**src/rtl/n_bit_piso.sv**
```systemverilog
// n_bit_piso: parallel-in serial-out stage with a valid/ready load handshake.
// A word accepted in IDLE is shifted out LSB-first, one bit per clock, with a
// bit-valid strobe and a registered one-cycle end-of-frame pulse.
// Optional feature macro: PISO_PARITY_EN appends an even-parity bit
// (XOR of the accepted word) after the data bits.
//
// state  | meaning
// IDLE   | waiting for a word, load_ready high
// SHIFT  | driving data bits sreg[0], one per clock
// PARITY | driving the parity bit (PISO_PARITY_EN only)
module n_bit_piso #(
  parameter int N = 4
) (
  input  logic         clk,
  input  logic         rst,
  input  logic         load_valid,
  output logic         load_ready,
  input  logic [N-1:0] D,
  output logic         sout,
  output logic         sout_valid,
  output logic         done,
  output logic         busy
);

  localparam int CW = $clog2(N + 1);
  localparam logic [CW-1:0] LAST_BIT = CW'(N - 1);

  localparam logic [1:0] IDLE   = 2'd0;
  localparam logic [1:0] SHIFT  = 2'd1;
`ifdef PISO_PARITY_EN
  localparam logic [1:0] PARITY = 2'd2;
`endif

  logic [1:0]    r_state;
  logic [N-1:0]  r_sreg;
  logic [CW-1:0] r_cnt;
  logic          r_done;
`ifdef PISO_PARITY_EN
  logic          r_par;
`endif

  logic w_accept;
  logic w_last_bit;

  // load_ready is held low while rst is asserted so nothing is accepted
  // on the reset edge itself.
  assign load_ready = (r_state == IDLE) && !rst;
  assign w_accept   = load_valid && load_ready;
  assign w_last_bit = (r_state == SHIFT) && (r_cnt == LAST_BIT);
  assign done       = r_done;

  // FSM state, shift register, bit counter and end-of-frame pulse
  always_ff @(posedge clk) begin
    if (rst) begin
      r_state <= IDLE;
      r_sreg  <= '0;
      r_cnt   <= '0;
      r_done  <= 1'b0;
    end else begin
      r_done <= 1'b0;
      case (r_state)
        IDLE: begin
          if (w_accept) begin
            r_sreg  <= D;
            r_cnt   <= '0;
            r_state <= SHIFT;
          end
        end
        SHIFT: begin
          r_sreg <= r_sreg >> 1;
          r_cnt  <= r_cnt + 1'b1;
          if (w_last_bit) begin
`ifdef PISO_PARITY_EN
            r_state <= PARITY;
`else
            r_state <= IDLE;
            r_done  <= 1'b1;
`endif
          end
        end
`ifdef PISO_PARITY_EN
        PARITY: begin
          r_state <= IDLE;
          r_done  <= 1'b1;
        end
`endif
        default: r_state <= IDLE;
      endcase
    end
  end

`ifdef PISO_PARITY_EN
  // parity of the word captured at the accept edge
  always_ff @(posedge clk) begin
    if (rst) begin
      r_par <= 1'b0;
    end else if (w_accept) begin
      r_par <= ^D;
    end
  end
`endif

  // serial outputs decoded purely from registered state
  always_comb begin
    sout       = 1'b0;
    sout_valid = 1'b0;
    busy       = 1'b0;
    case (r_state)
      SHIFT: begin
        sout       = r_sreg[0];
        sout_valid = 1'b1;
        busy       = 1'b1;
      end
`ifdef PISO_PARITY_EN
      PARITY: begin
        sout       = r_par;
        sout_valid = 1'b1;
        busy       = 1'b1;
      end
`endif
      default: begin
        sout       = 1'b0;
        sout_valid = 1'b0;
        busy       = 1'b0;
      end
    endcase
  end

endmodule

```
**config.mk**
```make
export PLATFORM = sky130hd
export DESIGN_NAME = n_bit_piso
export DESIGN_NICKNAME = d
export VERILOG_FILES = /design/src/rtl/n_bit_piso.sv
export SDC_FILE = /design/constraint.sdc
export NUM_CORES = 1
export LEC_CHECK = 0
export ABC_CLOCK_PERIOD_IN_PS = 1150
export BUFFER_PORTS_ARGS = -buffer_cell sky130_fd_sc_hd__buf_2
export CAP_MARGIN = 20
export CELL_PAD_IN_SITES_DETAIL_PLACEMENT = 0
export CELL_PAD_IN_SITES_GLOBAL_PLACEMENT = 1
export CORE_AREA = 2 2 39 41
export DETAILED_ROUTE_END_ITERATION = 16
export DIE_AREA = 0 0 41 43
export GPL_ROUTABILITY_DRIVEN = 0
export GPL_TIMING_DRIVEN = 0
export PLACE_DENSITY = 0.67
export SYNTH_ARGS = -nofsm -noshare
export SYNTH_HDL_FRONTEND = slang
export SYNTH_SLANG_ARGS = --single-unit
```
**constraint.sdc**
```tcl
create_clock -name clk -period 1.15 [get_ports clk]
set_input_delay 0.0575 -clock clk [delete_from_list [all_inputs] [get_ports clk]]
set_output_delay 0.0575 -clock clk [all_outputs]
set_load 0.01 [all_outputs]
```
[Word-level counts from Yosys, hierarchy flattened]
Cells that the tools add are included.
Word-level totals
  logic and storage cells: 29
  output and inout port bits: 5
  flip-flop bits (word level): 10
Cells by class
  mux-type cells: 10
  $add $sub $neg: 1
  eq/ne operators: 4
  reductions and logical operators: 9
  bitwise gates (word level): 1
Operator list (count)
  $pmux W4 S2: 1
  $pmux W3 S2: 1
  $mux W2: 2
  $mux W4: 1
  $ne A2 B2 Y1 const B: 2
  $pmux W2 S2: 1
  $reduce_and A2 Y1: 2
  $add A3 B1 Y3 const B: 1
  $eq A3 B2 Y1 const B: 1
  $logic_and A1 B1 Y1: 3
  $mux W1: 3
  $mux W3: 1
  $eq A2 B1 Y1 const B: 1
  $logic_not A2 Y1: 1
  $reduce_bool A2 Y1: 1
  $reduce_or A2 Y1: 1
  $logic_not A1 Y1: 1
  $not A1 Y1: 1

[Depth between registers and ports, before layout]
  depth in word-level cells: 5
  mapped depth: 4

[Worst setup path after synthesis]
Ideal clock, no wire load.
  path kind: reg2reg
  start: register r_cnt[0]
  end: register r_cnt[2]
  setup slack: 0.119 ns
  library setup time: 0.070 ns
  required time: 1.080 ns
  stages on the path, launching flop included: 5
  clock period less this slack: 1.031 ns
  arrival: 0.961 ns
  cell sequence: dfxtp_1 -> ha_1 -> ha_1 -> nand2b_1 -> a21oi_1
On the way
  longest elaborated chain between the ends: 2
RTL lines
  start, declared: RTL line 36  | logic [CW-1:0] r_cnt;
  start signal, assigned: RTL line 71  | r_cnt <= r_cnt + 1'b1;
  $add A3 B1 Y3: RTL line 71
  $pmux W3 S2: RTL line 61  | case (r_state)
No other way between the ends.
A chain may end at the register's enable or synchronous reset.

[Worst setup path in the final report]
  start: register r_state[0]
  end: output sout
On the way
  longest elaborated chain between the ends: 2
RTL lines
  start, declared: RTL line 34  | logic [1:0] r_state;
  start signal, assigned: RTL line 55  | r_state <= IDLE;
  start signal, assigned: RTL line 66  | r_state <= SHIFT;
  start signal, assigned: RTL line 76  | r_state <= IDLE;
  $eq A2 B1 Y1: RTL line 108  | case (r_state)
  $mux W1: RTL line 108
  end, declared: RTL line 19  | output logic sout,
No other way between the ends.

==> summary.txt <==
Global routing
  • GRT Util Overall: 11.3%
  • Vias in the first global route: 299
  • GR Overflow Total: 0
  • Initial antenna violation count: 0
  • First-pass GRT wire length: 1290 um
  • Largest net degree at the start of global routing: 11

Critical path
  • Worst endpoint data arrival time: 1020 ps
  • Max incr delay on CP: 370 ps
  • CP Cell Sequence: buf_6 -> and2_1 -> buf_2
  • Crit path kind: register to output port
  • Worst Path Max Fanout: 10
  • Critical Path Sink Type: output port
  • Slowest stage cell, crit path: dfxtp_4
  • CP delay by family, top: flip-flops
  • Critical path required time: roughly 1100 ps
  • Critical path buffers and inverters: 2
  • Critical Path Source Type: register

Drt
  • DRC: 0
  • Drt initial violations: 3
  • First drt pass iteration count: 4
  • Avg Vias per Cell: 4.51
  • Final wirelength: 784 um
  • DR vias: 329
  • Wire per inst: approximately 11 um
  • DRT antenna net count: 0

Place
  • PortBufs: 9
  • Post-DP HPWL: between 500 and 600 um
  • Dpl cells: between 60 and 70

Synthesis
  • Post-Synth Adder-Cell Area: 5.92%
  • Post-Synth XOR/XNOR Area: 0%
  • Sequential area share after synthesis: between 40% and 50%
  • Post-Synthesis Cell Area: 423 um^2
  • Multiplexer share of the synthesized area: under 10%
  • Syn nets: 53
  • Synth Instances: 44
  • #FFs+latches synth: 9
  • Post-synth cell types: 16
  • Post-synthesis simple-gate area fraction: 22.8%
  • Avg Inst Size Synth: about 9.6 um^2
  • Largest family of logic cells by synthesized area: simple AND/OR/NAND/NOR gates
  • Compound-Gate Fraction of Synth Area: 10.1%
  • Warnings from Yosys: 0

CTS
  • TritonCTS clock tree: built
  • Clock net sink count: 9
  • Clock-pin slew on the worst setup and hold paths: 60 ps
  • CTS H-tree depth: 1
  • Later-pin clock latency in the skew report: 260 ps
  • Hold_buf cts: 0
  • Postcts setup bufs: 0
  • Longest Clk Path Bufs: 2
  • Clock Tree Root: clkbuf_4
  • CTS Buf Count: 3

STA
  • RSZ-0062 raised after global routing: false
  • Slew headroom: 87.8%
  • Total negative slack: 0 ps
  • Skew final: 1.11 ps
  • Final hold vios: 0
  • Pins Over Slew Limit: 0
  • Minimum clock period: 1080 ps
  • Worst slew pin tran: around 180 ps
  • # setup viols final: 0
  • Fmax achieved: approximately 0.93 GHz
  • Tcrit/Tclk final: 93.8%

Cells and area
  • Finished Layout Cells: 73
  • Commonest non-fill, non-tap cell in the layout: buf_2
  • Inserted Diodes: 0
  • Proportion of layout cells with a drive suffix above 1: 29.8%
  • Commonest non-fill, non-tap cells in the layout: buf_2 (9), dfxtp_1 (8), a21oi_1 (4), mux2i_1 (4), nand2b_1 (4)
  • Fillers: 154
  • FF+latch area: around 180 um^2
  • Nets: 67
  • Layout area overhead: 24.0%
  • Multi-input logic area: between 200 and 250 um^2

Floorplanning
  • Initial Utilization: between 30% and 40%
  • Die W: 41 um
  • IO Count: 12
  • FP Rows: 14
  • Die Y: between 40 and 50 um
  • Die area: 1760 um^2
  • Core area: 1380 um^2

Min path
  • Min-delay worst type: primary input to register

Power
  • Peak VDD IR: about 0.46 mV
  • Seq pwr share: 50.0%
  • Internal power: 517 uW
  • Psw: 173 uW
  • Static Leak: 0.234 nW
  • Cell Pwr Density: 1320 nW/um^2
  • Part of the power in the clock network: between 30% and 40%
  • Sw Ratio: 25.1%
  • Logic pwr share: 14.1%

Job
  • Max cap viols: 0

Run status
  • Outcome: finished, final reports clean
registers in the layout, indices dropped and copies added (netlist names):
register  count
r_sreg        4
r_state       1
r_cnt         3
done          1
worst paths after layout:
path | start | to | slack (ps) | depth (start not counted)
hold / removal | rst | r_state[0]$_SDFFE_PP0P_ | 40 | 2
hold reg to reg | r_sreg[1]$_SDFFE_PP0P_ | r_sreg[0]$_SDFFE_PP0P_ | 520 | 2
setup reg to reg | r_cnt[0]$_SDFFE_PP0P_ | r_cnt[2]$_SDFFE_PP0P_ | 90 | 4
setup / recovery | r_state[0]$_SDFFE_PP0P_ | sout | 70 | 3
cells in the mapped netlist:
cell type / number / area share [%]
a211oi_1: 3 / 5.3
a21oi_1: 4 / 4.7
and2_1: 1 / 1.5
buf_2: 1 / 1.2
buf_4: 2 / 3.5
buf_6: 1 / 2.7
dfxtp_1: 9 / 43
ha_1: 2 / 5.9
inv_1: 2 / 1.8
mux2i_1: 4 / 9.5
nand2_1: 2 / 1.8
nand2b_1: 4 / 5.9
nor2_1: 2 / 1.8
nor2b_1: 3 / 4.4
nor3_1: 1 / 1.2
or3b_1: 3 / 6.2
power groups by stage:
stage          registers [mW]  clock network, mW  logic [mW]
6_report                0.345              0.248      0.0969
5_1_grt                 0.349              0.278       0.108
4_1_cts                 0.344              0.260      0.0965
3_5_place_dp            0.351                  0      0.0945
3_3_place_gp            0.351                  0      0.0934
2_1_floorplan           0.349                  0      0.0660
cell families after synthesis:
family | count (synthesis)
flops | 9
compound gates | 7
buf+inv | 6
simple gates | 16
mux | 4
fa+ha+maj | 2
repair_timing:
action | in CTS | in global routing
setup endpoints to repair | 2 | 2
resized for setup | 3 | 1
gates cloned | 0 | 0
metrics by stage:
stage               utilization (%)  area [um^2]  setup slack [ps]  hold slack [ps]  power (mW)
global placement               35.3          488              61.7              314       0.444
global route                   37.9          524              8.01             33.7       0.735
finish                         37.9          524              71.8             36.7       0.690
floorplan                         -          423               119              253       0.415
CTS                            37.6          520              26.7             27.3       0.701
detailed placement             35.3          488              36.0              316       0.446
per-layer routing:
layer | GRT usage [%] | share of wire [%] | up-vias
met5 | 0 | 0 | -
met4 | 12.0 | 1.8 | 0
met3 | 1.57 | 5.6 | 2
met2 | 13.8 | 40 | 9
met1 | 15.4 | 52 | 143
li1 | - | - | 175
area by class of cell:
class,count,share of cell area (%)
multi-input combinational,29,38.9
sequential,9,35.1
buffer,4,7.16
timing repair buffer,9,8.59
tap,16,3.82
inverter,2,1.43
clock buffer,4,5.01
No activity file was read; power rests on OpenSTA's default activity.
